## config.mk

```make
export PLATFORM = sky130hd
export DESIGN_NAME = data_sram_like_bridge
export DESIGN_NICKNAME = d
export VERILOG_FILES = /design/src/rtl/cpu_bus_pkg.sv /design/src/rtl/sram_like_size_dec.sv /design/src/rtl/data_sram_like_bridge.sv
export SDC_FILE = /design/constraint.sdc
export NUM_CORES = 1
export LEC_CHECK = 0
export BUFFER_PORTS_ARGS = -buffer_cell sky130_fd_sc_hd__buf_4
export CAP_MARGIN = 20
export CORE_ASPECT_RATIO = 1.25
export CORE_UTILIZATION = 41
export DETAILED_ROUTE_END_ITERATION = 8
export PLACE_DENSITY = 0.83
export RECOVER_POWER = 100
export SETUP_SLACK_MARGIN = 0.1
export SKIP_LAST_GASP = 1
export SLEW_MARGIN = 20
export SYNTH_ARGS = -nofsm -noshare
export SYNTH_HDL_FRONTEND = slang
export SYNTH_SLANG_ARGS = --single-unit
```

## constraint.sdc

```tcl
create_clock -name clk -period 2.5 [get_ports clk]
set_input_delay 0 -clock clk [delete_from_list [all_inputs] [get_ports clk]]
set_output_delay 0 -clock clk [all_outputs]
set_load 0.03 [all_outputs]
```

## src/rtl/cpu_bus_pkg.sv

```systemverilog
// Shared definitions for the SRAM-like bus bridges: FSM encoding, transfer sizes
// and the byte-mask to (size, offset) decode.
package cpu_bus_pkg;

    typedef enum logic [1:0] {
        ST_IDLE = 2'b00,
        ST_REQ  = 2'b01,
        ST_WAIT = 2'b10,
        ST_DONE = 2'b11
    } bridge_state_t;

    localparam logic [1:0] SIZE_BYTE = 2'd0;
    localparam logic [1:0] SIZE_HALF = 2'd1;
    localparam logic [1:0] SIZE_WORD = 2'd2;

    typedef struct packed {
        logic       wr;
        logic [1:0] size;
        logic [1:0] addr_lo;
    } size_dec_t;

    // Offset comes from the mask, not the CPU address; irregular masks fall back to a word.
    function automatic size_dec_t decode_wen(input logic [3:0] wen);
        size_dec_t d;
        d.wr      = |wen;
        d.size    = SIZE_WORD;
        d.addr_lo = 2'b00;
        case (wen)
            4'b0001: begin d.size = SIZE_BYTE; d.addr_lo = 2'b00; end
            4'b0010: begin d.size = SIZE_BYTE; d.addr_lo = 2'b01; end
            4'b0100: begin d.size = SIZE_BYTE; d.addr_lo = 2'b10; end
            4'b1000: begin d.size = SIZE_BYTE; d.addr_lo = 2'b11; end
            4'b0011: begin d.size = SIZE_HALF; d.addr_lo = 2'b00; end
            4'b1100: begin d.size = SIZE_HALF; d.addr_lo = 2'b10; end
            default: ;
        endcase
        return d;
    endfunction

endpackage

```

## src/rtl/sram_like_size_dec.sv

```systemverilog
// Combinational byte-mask decoder: write mask to bus write flag, size and low address bits.
module sram_like_size_dec
    import cpu_bus_pkg::*;
(
    input  logic [3:0] wen,
    output logic       wr,
    output logic [1:0] size,
    output logic [1:0] addr_lo
);

    size_dec_t dec;

    always_comb begin
        dec     = decode_wen(wen);
        wr      = dec.wr;
        size    = dec.size;
        addr_lo = dec.addr_lo;
    end

endmodule

```

## src/rtl/data_sram_like_bridge.sv

```systemverilog
// Data-side bridge from the CPU SRAM-style port to the SRAM-like req/addr_ok/data_ok bus,
// one outstanding access, result held in DONE until the whole pipeline releases.
module data_sram_like_bridge
    import cpu_bus_pkg::*;
#(
    parameter int ADDR_W = 32,
    parameter int DATA_W = 32
) (
    input  logic              clk,
    input  logic              rst,
    input  logic              data_sram_en,
    input  logic [3:0]        data_sram_wen,
    input  logic [ADDR_W-1:0] data_sram_addr,
    input  logic [DATA_W-1:0] data_sram_wdata,
    output logic [DATA_W-1:0] data_sram_rdata,
    output logic              d_stall,
    input  logic              all_stall,
    output logic              data_req,
    output logic              data_wr,
    output logic [1:0]        data_size,
    output logic [ADDR_W-1:0] data_addr,
    output logic [DATA_W-1:0] data_wdata,
    input  logic              data_addr_ok,
    input  logic              data_data_ok,
    input  logic [DATA_W-1:0] data_rdata
);

    bridge_state_t state, state_next;
    logic          capture;
    logic          latch_rdata;
    logic          dec_wr;
    logic [1:0]    dec_size;
    logic [1:0]    dec_addr_lo;

    sram_like_size_dec u_size_dec (
        .wen     (data_sram_wen),
        .wr      (dec_wr),
        .size    (dec_size),
        .addr_lo (dec_addr_lo)
    );

    // NOTE: sequential state uses non-blocking assignments so every register samples pre-edge values.
    always_ff @(posedge clk or posedge rst) begin
        if (rst) begin
            state <= ST_IDLE;
        end else begin
            state <= state_next;
        end
    end

    // NOTE: every output of this block gets a default first, otherwise a missed branch infers a latch.
    always_comb begin
        state_next  = state;
        capture     = 1'b0;
        latch_rdata = 1'b0;
        case (state)
            ST_IDLE: begin
                if (data_sram_en) begin
                    capture    = 1'b1;
                    state_next = ST_REQ;
                end
            end
            ST_REQ: begin
                if (data_addr_ok) begin
                    if (data_data_ok) begin
                        latch_rdata = ~data_wr;
                        state_next  = ST_DONE;
                    end else begin
                        state_next  = ST_WAIT;
                    end
                end
            end
            ST_WAIT: begin
                if (data_data_ok) begin
                    latch_rdata = ~data_wr;
                    state_next  = ST_DONE;
                end
            end
            ST_DONE: begin
                // Leaving DONE coincides with the pipeline advancing, so no reissue of a held en.
                if (!all_stall) begin
                    state_next = ST_IDLE;
                end
            end
            default: state_next = ST_IDLE;
        endcase
    end

    assign data_req = (state == ST_REQ);
    assign d_stall  = data_sram_en & (state != ST_DONE);

    // Bus fields are frozen from acceptance until the next access is accepted.
    always_ff @(posedge clk or posedge rst) begin
        if (rst) begin
            data_wr    <= 1'b0;
            data_size  <= SIZE_BYTE;
            data_addr  <= '0;
            data_wdata <= '0;
        end else if (capture) begin
            data_wr    <= dec_wr;
            data_size  <= dec_size;
            data_addr  <= {data_sram_addr[ADDR_W-1:2], dec_addr_lo};
            data_wdata <= data_sram_wdata;
        end
    end

    always_ff @(posedge clk or posedge rst) begin
        if (rst) begin
            data_sram_rdata <= '0;
        end else if (latch_rdata) begin
            data_sram_rdata <= data_rdata;
        end
    end

endmodule

```

**Yosys cells after proc, flatten, opt, wreduce, memory -nomap -nowiden**

Cells that the tools add are included.

- Reductions and logical operators: 3
- Bitwise logic cells: 2
- Equal/unequal tests: 14
- Muxes and demuxes: 12
- Div/mod/pow operators: 0
- $add $sub $neg: 0
- Multipliers: 0
- Shift-type cells: 0
- Order comparisons: 0

Operators with widths:

| kind | number |
|---|---|
| 4-bit case mux with 6 select lines | 1 |
| 4-bit by 2-bit equality test with 1-bit output (second input constant) | 2 |
| 4-bit equality test (second input constant) | 2 |
| 2-bit 2-to-1 mux | 4 |
| 2-bit inequality test (second input constant) | 4 |
| 2-bit case mux with 4 select lines | 1 |
| 1-bit 2-to-1 mux | 5 |
| 2-bit equality test (second input constant) | 2 |
| 4-bit by 1-bit equality test with 1-bit output (second input constant) | 1 |
| 4-bit by 3-bit equality test with 1-bit output (second input constant) | 1 |
| 4-bit AND reduction | 1 |
| 4-bit OR reduction | 1 |
| 2-bit by 1-bit equality test with 1-bit output (second input constant) | 1 |
| 2-bit logical NOT | 1 |
| 2-bit by 1-bit inequality test with 1-bit output (second input constant) | 1 |
| 1-bit case mux with 2 select lines | 1 |
| 1-bit AND | 1 |
| 1-bit NOT | 1 |

- Memories: 0
- Memory bits (writable): 0
- Word-level logic and storage cells: 37
- Input bits: 106
- Bits in latches: 0
- Register bits: 101
- Output and inout bits: 101
- ROM bits: 0

**Depth between registers and ports, before layout**

- Word-level depth: 4
- Depth in mapped cells: 6
- Mapped depth without buffers: 6

**Modules after synthesis**

From an unflattened synthesis, not the netlist that was laid out.

- Cells, all modules: 242
- Area, all modules: 4086.4 µm²

By module, submodules not included:

| module | cells each | area each (µm²) | times used | seq. area each (µm²) |
|---|---|---|---|---|
| data_sram_like_bridge | 233 | 4028.9 | 1 | 2527.4 |
| sram_like_size_dec | 9 | 57.6 | 1 | 0.0 |

**Worst setup path before layout**

OpenSTA, ideal clock, no wires.

- Path type: register to register
- Start point: register state[1]
- End point: register data_sram_rdata[0]
- Slack: 593 ps
- Setup time: 125 ps
- Period minus slack after synthesis: 1907 ps
- Data required time: 2375 ps
- Arrival: 1782 ps
- Cell stages (with the launch flop): 7
- Cell sequence: dfrtp_1 > inv_1 > ha_1 > a21oi_2 > nor3_4 > buf_6 > mux2_4

- Longest elaborated chain between the ends: 2
- Elaborated cells on any way between the ends: 3
- Those cells by class: eq/ne (2); mux (1)

RTL lines:

| item | line | source |
|---|---|---|
| start: declaration | data_sram_like_bridge.sv:28 | `bridge_state_t state, state_next;` |
| start signal: assignment | data_sram_like_bridge.sv:47 | `state <= state_next;` |
| 2-bit by 1-bit equality test with 1-bit output | -- |  |
| named net data_req | data_sram_like_bridge.sv:18 | `output logic data_req,` |
| 1-bit case mux with 2 select lines | data_sram_like_bridge.sv:56 | `case (state)` |
| end signal: assignment | data_sram_like_bridge.sv:111 | `data_sram_rdata <= data_rdata;` |
| end: declaration | data_sram_like_bridge.sv:15 | `output logic [DATA_W-1:0] data_sram_rdata,` |

The timed path passes the listed nets, and every way through them passes these cells.
A chain may end at the register's enable or synchronous reset.

**Worst setup path after layout**

- Start point: register state[0]
- End point: register data_wdata[26]

- Longest elaborated chain between the ends: 2

RTL lines:

| item | line | source |
|---|---|---|
| 2-bit logical NOT | data_sram_like_bridge.sv:56 |  |
| 1-bit 2-to-1 mux | data_sram_like_bridge.sv:56 |  |
| end signal: assignment | data_sram_like_bridge.sv:103 | `data_wdata <= data_sram_wdata;` |
| end: declaration | data_sram_like_bridge.sv:22 | `output logic [DATA_W-1:0] data_wdata,` |

Every way passes these cells.

==> impl_metrics.env <==
export IMPL_synth_edff_count=0
export IMPL_max_cap_violations=0
export IMPL_p_total_mw=8.449
export IMPL_first_iter_violations=111
export IMPL_hold_class="primary input to register"
export IMPL_powerDensity_mw_per_mm2=1291
export IMPL_drive_gt1_share_pct=34.11
export IMPL_cts_sinks=101
export IMPL_yosys_warnings=0
export IMPL_clk_pin_slew_ps=60
export IMPL_r2r_slack_ps=350
export IMPL_fin_area_mm2=0.006545
export IMPL_avgSynthCellArea_um2=16.60
export IMPL_place_area_mm2=0.005717
export IMPL_yosys_register_bits=101
export IMPL_syn_area_mm2=0.004034
export IMPL_path_cells="inv_1, ha_1, nand2_1, clkbuf_2, mux2_2"
export IMPL_fill_cells=789
export IMPL_status="finished clean"
export IMPL_max_clock_path_buffers=2
export IMPL_tightest_slew_ps=1433
export IMPL_core_area_mm2=0.009609
export IMPL_routed_wl_um=11400
export IMPL_tns_ps=0
export IMPL_drc=0
export IMPL_yosysUniqueCellTypes=26
export IMPL_nets=663
export IMPL_grt_usage_pct=23.09
export IMPL_reg2reg_to="data_wdata[26]"
export IMPL_grt_max_degree=71
export IMPL_min_period_ps=2145
export IMPL_cts_tree="yes"
export IMPL_initial_core_util_pct=41.98
export IMPL_die_height_um=112.9
export IMPL_slew_viol_final=0
export IMPL_viasPerCell=4.647
export IMPL_ios=207
export IMPL_slowest_stage="clkbuf_2"
export IMPL_syn2layout_area_growth_pct=62.25
export IMPL_r2r_cells=5
export IMPL_worstSetupPathType="register to register"
export IMPL_routedWlPerCell_um=16.68
export IMPL_r2r_start="state[0]"
export IMPL_ys_flop_type="dfrtp_1"
export IMPL_routabilityCongestion=0.7107
export IMPL_rows=40
export IMPL_slowest_delay_ps=790
export IMPL_antenna_cells=0
export IMPL_cp_arrival_ps=2360
export IMPL_synth_area_leaders="dfrtp_1 (63%), mux2_2 (18%), mux2_4 (11%)"
export IMPL_synth_most_common_cell="dfrtp_1"
export IMPL_cts_resized=0
export IMPL_clock_latency_ps=340
export IMPL_crit_fanout=40
export IMPL_startpoint_type="register"
export IMPL_gr_total_overflow=0
export IMPL_synth_seq_area_share_pct=62.66
export IMPL_critPathCaptureType="register"
export IMPL_dr_pass1_iters=4
export IMPL_yosysTopAreaCellShare_pct=62.66
export IMPL_grt_pass1_wl_um=17890
export IMPL_cp_data_required_time_ps=2710
export IMPL_die_area_mm2=0.01024
export IMPL_root_buffer="clkbuf_16"
export IMPL_finalHoldViolCount=0
export IMPL_synth_top_area_cell="dfrtp_1"
export IMPL_post_route_util_pct=68.11
export IMPL_die_w_um=90.72
export IMPL_finClkSkew_ps=10.62
export IMPL_htree_levels=3
export IMPL_fin_crit_sh_pct=85.81
export IMPL_worstSetupEndpoint="data_wdata[26]"
export IMPL_synth_fp_nets=354
export IMPL_cts_inserted_buffers=9
export IMPL_p_leak_nw=2.972
export IMPL_cp_startpoint="state[0]"
export IMPL_via_count=3174
export IMPL_synthTopCellsByCount="dfrtp_1 (101), mux2_2 (65), mux2_4 (30)"
export IMPL_fin_hold_ws_ps=26.73
export IMPL_max_freq_ghz=0.4661
export IMPL_syn_instance_count=243
export IMPL_portBuffers=204
export IMPL_first_global_vias=3460
export IMPL_peakVddDrop_v=0.0006527
export IMPL_grt_setup_unrepaired="no"
export IMPL_antenna_found_initial=0
export IMPL_relSlewSlack_pct=3.973
export IMPL_finalSetupViolCount=0
export IMPL_hpwlAfterDp_um=6519
export IMPL_ys_async_sr_fraction_pct=100.0
export IMPL_antenna_left=0
==> stage by stage <==
stage	cells	setup WS, ps
4_1_cts	683	472.2
2_1_floorplan	243	592.6
6_report	683	354.7
3_3_place_gp	567	744.4
3_5_place_dp	567	660.2
5_1_grt	683	193.1
==> layout make-up <==
class                           instances  area [um2]  share of cell area (%)
Tap cell                              126       157.7                   2.409
Inverter                                4       16.27                  0.2485
Clock buffer                           11       252.7                   3.862
Multi-Input combinational cell        128        1315                   20.09
Sequential cell                       101        2527                   38.62
Timing Repair Buffer                  308        2193                   33.51
Clock inverter                          5       82.58                   1.262
==> how the worst min path moves through the flow <==
stage	end	cells after the start	from
4_1_cts	state[0]	3	data_data_ok
6_report	state[0]	3	data_data_ok
3_3_place_gp	data_wdata[6]	2	rst
5_1_grt	state[0]	3	data_data_ok
3_5_place_dp	data_wdata[6]	2	rst
2_1_floorplan	data_addr[0]	1	data_sram_wen[2]
==> cells by family (layout without fill, tap and decap cells) <==
group / Yosys count / count (layout) / synth area share, %
AOI/OAI and AO/OA: 12 / 12 / 2.110
DFF: 101 / 101 / 62.65
xor gates and xnor gates: 2 / 2 / 0.4343
buffers and inverters: 14 / 328 / 2.047
muxes: 95 / 95 / 29.31
and+or+nand+nor: 14 / 14 / 1.893
adders and majority gates: 5 / 5 / 1.551
==> critical path: cells and delay by family (launching register included) <==
family	cells	cell delay [ps]
buf+inv	2	900
mux	1	430
flops	1	380
fa+ha+maj	1	220
simple gates	1	80
==> flip-flops by register name (all words and copies together), names as in the netlist <==
| name | flops |
|---|---|
| data_wdata | 32 |
| data_sram_rdata | 32 |
| data_wr | 1 |
| state | 2 |
| data_size | 2 |
| data_addr | 32 |
==> per-layer routing <==
layer / global-route usage, % / up-vias / wire (um)
li1: - / 1475 / -
met1: 24.75 / 1538 / 4202
met2: 43.13 / 135 / 6269
met3: 4.704 / 26 / 606
met4: 10.86 / 0 / 317
met5: 0 / - / 0
==> placed cells by master, fill, tap and decap left out, drive strengths merged, types with 2 or more instances in the layout <==
cell type,count
a21oi,3
buf,104
bufinv,2
clkbuf,115
clkinv,3
dfrtp,101
dlygate4sd3,100
ha,5
inv,3
mux2,95
nand2,7
nor2,2
o21ai,2
o41ai,2
==> power by group <==
part	internal, mW	leakage [nW]	switching, mW	total [mW]
Combinational	1.33	1.60	2.68	4.00
Sequential	2.47	1.21	0.457	2.92
Clock	0.933	0.166	0.587	1.52
==> what timing repair did <==
action	in CTS	in global routing
hold buffers	100	0
hold endpoints to repair	128	0
setup endpoints to repair	0	0
buffers inserted	0	0
No activity file was read; power rests on OpenSTA's default activity.
